===== src/rtl/rr_mux5_arbiter.sv =====
// Round-robin arbiter for five requesters sharing one 5:1 single-bit mux.
// Grants are burst-limited to N_BURST cycles and hand over with no idle bubble.
module rr_mux5_arbiter #(
    parameter int N_BURST = 4
) (
    input  logic       clk,
    input  logic       rst,
    input  logic [4:0] req,
    input  logic [4:0] i,
    output logic [2:0] sel,
    output logic [4:0] gnt,
    output logic       busy,
    output logic       y
);

    localparam logic [0:0] S_IDLE  = 1'b0;
    localparam logic [0:0] S_GRANT = 1'b1;

    localparam logic [2:0] BURST_MAX = 3'(N_BURST);

    logic [0:0] state_q, state_d;
    logic [2:0] ptr_q, ptr_d;
    logic [2:0] cnt_q, cnt_d;
    logic [2:0] sel_q, sel_d;
    logic [4:0] gnt_q, gnt_d;
    logic       busy_q, busy_d;

    logic       win_found;
    logic [2:0] win_idx;
    logic [3:0] scan_idx;
    logic       release_now;
    logic       take_grant;

    // Circular scan from ptr; 4-bit sum with explicit wrap keeps indices in 0..4.
    always_comb begin
        win_found = 1'b0;
        win_idx   = 3'd0;
        scan_idx  = 4'd0;
        for (int k = 0; k < 5; k++) begin
            scan_idx = {1'b0, ptr_q} + 4'(k);
            if (scan_idx >= 4'd5) begin
                scan_idx = scan_idx - 4'd5;
            end
            if (!win_found && req[scan_idx[2:0]]) begin
                win_found = 1'b1;
                win_idx   = scan_idx[2:0];
            end
        end
    end

    always_comb begin
        state_d     = state_q;
        ptr_d       = ptr_q;
        cnt_d       = cnt_q;
        sel_d       = sel_q;
        gnt_d       = gnt_q;
        busy_d      = busy_q;
        take_grant  = 1'b0;
        release_now = !req[sel_q] || (cnt_q == BURST_MAX);

        case (state_q)
            S_IDLE: begin
                if (win_found) begin
                    take_grant = 1'b1;
                end
            end
            S_GRANT: begin
                if (!release_now) begin
                    cnt_d = cnt_q + 3'd1;
                end else if (win_found) begin
                    take_grant = 1'b1;
                end else begin
                    state_d = S_IDLE;
                    gnt_d   = 5'd0;
                    busy_d  = 1'b0;
                    cnt_d   = 3'd0;
                end
            end
            default: begin
                state_d = S_IDLE;
                gnt_d   = 5'd0;
                busy_d  = 1'b0;
                cnt_d   = 3'd0;
            end
        endcase

        // A release with pending requests re-grants on the same edge.
        if (take_grant) begin
            state_d = S_GRANT;
            sel_d   = win_idx;
            gnt_d   = 5'd1 << win_idx;
            busy_d  = 1'b1;
            cnt_d   = 3'd1;
            ptr_d   = (win_idx == 3'd4) ? 3'd0 : win_idx + 3'd1;
        end
    end

    always_ff @(posedge clk or posedge rst) begin
        if (rst) begin
            state_q <= S_IDLE;
            ptr_q   <= 3'd0;
            cnt_q   <= 3'd0;
            sel_q   <= 3'd0;
            gnt_q   <= 5'd0;
            busy_q  <= 1'b0;
        end else begin
            state_q <= state_d;
            ptr_q   <= ptr_d;
            cnt_q   <= cnt_d;
            sel_q   <= sel_d;
            gnt_q   <= gnt_d;
            busy_q  <= busy_d;
        end
    end

    assign sel  = sel_q;
    assign gnt  = gnt_q;
    assign busy = busy_q;
    assign y    = busy_q ? i[sel_q] : 1'b0;

endmodule


===== config.mk =====
export PLATFORM = sky130hd
export DESIGN_NAME = rr_mux5_arbiter
export DESIGN_NICKNAME = d
export VERILOG_FILES = /design/src/rtl/rr_mux5_arbiter.sv
export SDC_FILE = /design/constraint.sdc
export NUM_CORES = 1
export LEC_CHECK = 0
export CELL_PAD_IN_SITES_DETAIL_PLACEMENT = 0
export CELL_PAD_IN_SITES_GLOBAL_PLACEMENT = 1
export CORE_MARGIN = 5
export CORE_UTILIZATION = 40
export DETAILED_ROUTE_END_ITERATION = 10
export HOLD_SLACK_MARGIN = 0.03
export PLACE_DENSITY_LB_ADDON = 0.1
export SETUP_SLACK_MARGIN = 0.4
export SLEW_MARGIN = 0
export SYNTH_ARGS = -nofsm -noshare
export SYNTH_HDL_FRONTEND = slang
export SYNTH_SLANG_ARGS = --single-unit

===== constraint.sdc =====
create_clock -name clk -period 4.49 [get_ports clk]
set_clock_uncertainty 0.15 [all_clocks]
set_input_delay 0.898 -clock clk [delete_from_list [all_inputs] [get_ports clk]]
set_output_delay 0.898 -clock clk [all_outputs]
set_load 0.1 [all_outputs]

==> results.txt, run 1 <==
Final Hold Vio Count = 0
Synthesized cell area = 2170 µm²
Startpoint Class = input pin
Synth-to-layout area growth = 14.7%
Worst R2R Setup Slack = 0.70 ns
Vias per cell = 5.89
Critical path type = in2reg
Post-synthesis register bit count = 16
DR pass1 iterations = 4
Vias in the first global route = 1799
Share of cells above drive strength 1 = 19.5%
Core area = 5170 µm²
Core Util, Final = 48.0%
Crit path DAT = 3.87 ns
Die X = 83.6 µm
Clk root buf = clkbuf_8
First-pass GRT wire length = 9800 µm
Net count, final = 286
Final setup viols = 0
Ant. Diodes = 0
Global-route total usage across every layer = 17.2%
Worst hold path type = reg2reg
Placed inst area = 2400 µm²
Yosys top cell area share = 18.5%
Slew HR = 34.8%
DR WL/cell = 18.1 µm
Min-delay src = cnt_q[2]
Hold buffers post-CTS = 0
Gr ovfl total = 0
Die area = 6990 µm²
Critical Path RT = 4.49 ns
Register area share after synthesis = 18.5%
Fmax = 0.258 GHz
Final cell count without fillers = 327
DP Wirelength = 4430 µm
Cells after Synth = 239
Die height = 83.6 µm
R2r endpoint = ptr_q[2]
Cts bufs inserted = 3
Routed Antenna Nets = 0
Period utilisation layout = 86.2%
Slew @ Worst Pin = 0.975 ns
Period minus WS final = 3.87 ns
GP Congestion = 0.858
Setup TNS = 0 ns
Unrepaired setup endpoints after global routing = false
Initial antenna violation count = 0
Most instantiated cells after synthesis = nor2_1 (17), dfrtp_1 (16), ha_1 (15)
Clk buf depth = 2
Ports = 22
Largest net degree at the start of global routing = 34
Top-count cell post-synth = nor2_1
Worst-Skew Late Latency = 0.25 ns
Setup crit end kind = register
Largest fanout on the critical path = 7
Final wirelength = 5910 µm
H-tree Lvls = 1
Row cnt = 26
DR vias = 1925
Placed cells = 322
Hold path depth = 1
# DRC = 0
CP startpoint = req[2]
R2R depth = 13
Ranking of synthesized cells by area = dfrtp_1 (18%), ha_1 (8.7%), mux4_2 (3.1%), nor2_1 (2.9%), mux2i_1 (2.8%)
Synth area leader = dfrtp_1
Clock sink total = 16
CTS tree = done
Ys Warns = 0
Status = finished clean
Number of flops mapped to enable cells by yosys = 0
Drt initial violations = 110
Clk slew on worst S/H paths = 0.06 ns
Syn avg cell area = 9.06 µm²
FF-to-FF Start = ptr_q[0]
Prevailing post-synth register cell = dfrtp_1
Port bufs = 21
Pins over their slew limit = 0
Number of max-cap violations = 0
Synth unique cells = 81
Design area = 2480 µm²
Hold Path End = cnt_q[2]
Share of flip-flops with an asynchronous set or reset = 100%
Post-Syn Nets = 267
Initial Utilization = 41.9%
[layer usage]
| layer | track usage (%) | vias up | part of all wire, % |
|---|---|---|---|
| met5 | 0 | - | 0 |
| met4 | 2.92 | 0 | 0.52 |
| met3 | 3.55 | 4 | 5.4 |
| met2 | 25.0 | 63 | 44 |
| met1 | 26.2 | 914 | 50 |
| li1 | - | 944 | - |
[sequential cells by signal, indices dropped and copies added, names as in the netlist]
register,cells
cnt_q,3
state_q,1
gnt,5
sel,3
ptr_q,3
busy,1
[worst max-delay path by stage]
stage | depth (start not counted) | endpoint | slack, ns
floorplan | 3 | y | 0.64
global placement | 11 | gnt[4] | 0.44
detailed placement | 11 | ptr_q[2] | 0.33
CTS | 14 | ptr_q[2] | 0.55
global route | 11 | ptr_q[2] | 0.40
finish | 11 | ptr_q[2] | 0.62
[worst max-delay path: stages]
cell and delay (ns):
clkdlybuf4s50_1 0.55, mux4_2 0.52, a32oi_2 0.30, nand2_1 0.17
nor3_4 0.29, o211ai_1 0.16, a31oi_2 0.27, inv_1 0.11
ha_1 0.20, nor2b_2 0.18, o31ai_1 0.23
[kinds of logic (layout without fill, tap and decap cells)]
family | Yosys count | in the layout | synth area share [%]
xor gates and xnor gates | 7 | 7 | 3.18
adders and majority gates | 16 | 16 | 9.59
DFF | 16 | 16 | 18.5
and+or+nand+nor | 74 | 74 | 21.1
buffers and inverters | 29 | 47 | 7.34
muxes | 15 | 15 | 9.30
AOI/OAI and AO/OA | 82 | 82 | 31.0
[area by class of cell]
type,count,area [µm²]
inverter,15,58.8
tap,70,87.6
sequential,16,400
multi-input combinational,194,1620
fill,493,2690
clock buffer,4,55.1
timing repair buffer,28,260
[metrics by stage]
step           setup slack, ns  hold slack (ns)
6_report                 0.620            0.359
5_1_grt                  0.401            0.368
4_1_cts                  0.549            0.361
3_5_place_dp             0.329            0.342
3_3_place_gp             0.444            0.335
2_1_floorplan            0.636            0.323
[layout by cell type (no fill, tap or decap), drive strengths merged, types with 6 or more instances in the layout]
master,netlist,routed
a211oi,9,9
a21o,6,6
a21oi,11,11
a31oi,7,7
buf,13,8
clkdlybuf4s50,0,20
dfrtp,16,16
ha,15,15
inv,15,15
mux2i,7,7
nand2,14,14
nand2b,9,9
nor2,18,18
o21ai,9,9
o31ai,8,8
[repair_timing]
| item | 4_1_cts | 5_1_grt |
|---|---|---|
| endpoints found under the setup margin | 0 | 4 |
| buffers inserted | 0 | 1 |
| resized for setup | 0 | 6 |
Power of run 1 is not shown: default switching activity piles up to over one toggle a cycle in this logic, so the estimate is an artifact.
==> run 2, diff against run 1 <==
--- a/config.mk
+++ b/config.mk
@@ -10,6 +10,7 @@
 export CORE_MARGIN = 5
 export CORE_UTILIZATION = 40
 export DETAILED_ROUTE_END_ITERATION = 10
+export GPL_ROUTABILITY_DRIVEN = 0
 export HOLD_SLACK_MARGIN = 0.03
 export PLACE_DENSITY_LB_ADDON = 0.1
 export SETUP_SLACK_MARGIN = 0.4
==> results of run 2 <==
Same layout as run 1: the final DEF is identical, and so are final timing and power.
Power of run 2 is left out for the same reason.
==> run 3, diff against run 2 <==
--- a/config.mk
+++ b/config.mk
@@ -13,6 +13,7 @@
 export GPL_ROUTABILITY_DRIVEN = 0
 export HOLD_SLACK_MARGIN = 0.03
 export PLACE_DENSITY_LB_ADDON = 0.1
+export RECOVER_POWER = 50
 export SETUP_SLACK_MARGIN = 0.4
 export SLEW_MARGIN = 0
 export SYNTH_ARGS = -nofsm -noshare
==> results.txt, run 3 (synthesis gave the netlist of run 1 again) <==
Clock sink total = 16
Critical path, cell by cell = clkdlybuf4s50_1, mux4_2, a32oi_2, nand2_1, nor3_4, o211ai_1, a31oi_2, inv_1, ha_1, nor2b_2, o31ai_1
Hold path depth = 1
Critical Path Max Stage Delay = 0.55 ns
Period minus WS final = 3.87 ns
Startpoint Class = input pin
R2r endpoint = ptr_q[2]
Initial Utilization = 41.9%
H-tree Lvls = 1
Worst path bufs/invs = 2
Final WS setup = 0.617 ns
Core Util, Final = 48.0%
Core area = 5170 µm²
DR pass1 iterations = 4
Fmax = 0.258 GHz
Final cell count without fillers = 327
FF-to-FF Start = ptr_q[0]
Final wirelength = 5910 µm
Worst hold path type = reg2reg
Critical Path RT = 4.49 ns
# DRC = 0
DP Wirelength = 4430 µm
Ant. Diodes = 0
Period utilisation layout = 86.3%
GR Layer Usage met1 = 26.2%
Global-route total usage across every layer = 17.2%
Die X = 83.6 µm
Largest net degree at the start of global routing = 34
Share of cells above drive strength 1 = 19.5%
Met2 Track Usage GR = 25.0%
Setup crit end kind = register
Largest fanout on the critical path = 7
Port bufs = 21
Number of max-cap violations = 0
Worst R2R Setup Slack = 0.70 ns
CTS tree = done
Die area = 6990 µm²
Slew @ Worst Pin = 0.985 ns
Hold buffers post-CTS = 0
Pre-CTS WS = 0.329 ns
Drt initial violations = 110
Gr ovfl total = 0
Most common cell after layout, fill and taps aside = nor2_1
Commonest cells after routing, fill and taps aside = nor2_1 (17), dfrtp_1 (16), nand2_1 (14), clkdlybuf4s50_1 (14)
Initial antenna violation count = 0
Synth-to-layout area growth = 14.7%
Slew HR = 34.1%
DR vias = 1931
Ports = 22
Vias in the first global route = 1799
Net count, final = 286
Largest register FFs = 5
Final setup viols = 0
Crit path max-delay family = compound AO/OA/AOI/OAI gates
Die height = 83.6 µm
Slowest library cell on the worst path = clkdlybuf4s50_1
GRT Max-Usage Layer = met1
Clk root buf = clkbuf_8
Min-delay src = gnt[1]
Hold Path End = gnt[1]
Setup TNS = 0 ns
Final Hold Vio Count = 0
Crit path DAT = 3.88 ns
DR WL/cell = 18.1 µm
Clk slew on worst S/H paths = 0.06 ns
Row cnt = 26
Cts bufs inserted = 3
Placed cells = 322
R2R depth = 13
Worst-Skew Late Latency = 0.25 ns
Vias per cell = 5.91
Status = finished clean
Unrepaired setup endpoints after global routing = false
Routed Antenna Nets = 0
Pins over their slew limit = 0
Critical path type = in2reg
First-pass GRT wire length = 9800 µm
Global Route met3 Usage = 3.55%
Clk buf depth = 2
-- run 3: layout make-up --
type / count / area [µm²]
Tap cell: 70 / 87.6
Multi-Input combinational cell: 194 / 1620
Fill cell: 493 / 2690
Sequential cell: 16 / 400
Timing Repair Buffer: 28 / 260
Inverter: 15 / 58.8
Clock buffer: 4 / 55.1
-- run 3: metrics by stage --
step | instance area (µm²) | hold slack, ns
after detailed placement | 2400 | 0.342
final | 2480 | 0.353
after CTS | 2460 | 0.361
after global routing | 2480 | 0.363
after global placement | 2400 | 0.335
after floorplan | 2170 | 0.323
-- run 3: worst max path at each step --
| stage | start | endpoint | slack (ns) | depth (start not counted) |
|---|---|---|---|---|
| floorplan | sel[0] | y | 0.64 | 3 |
| global placement | req[2] | gnt[4] | 0.44 | 11 |
| detailed placement | req[2] | ptr_q[2] | 0.33 | 11 |
| CTS | ptr_q[0] | ptr_q[2] | 0.55 | 14 |
| global route | req[2] | ptr_q[2] | 0.40 | 11 |
| finish | req[2] | ptr_q[2] | 0.62 | 11 |
-- run 3: repair_timing --
action                                  CTS  global route
resized for setup                         0             6
endpoints found under the setup margin    0             4
setup buffers                             0             1
-- run 3: layer usage --
metal	part of all wire (%)	up-vias
met5	0	-
met4	0.69	0
met3	5.5	6
met2	44	63
met1	50	918
li1	-	944
Power of run 3 is left out for the same reason.
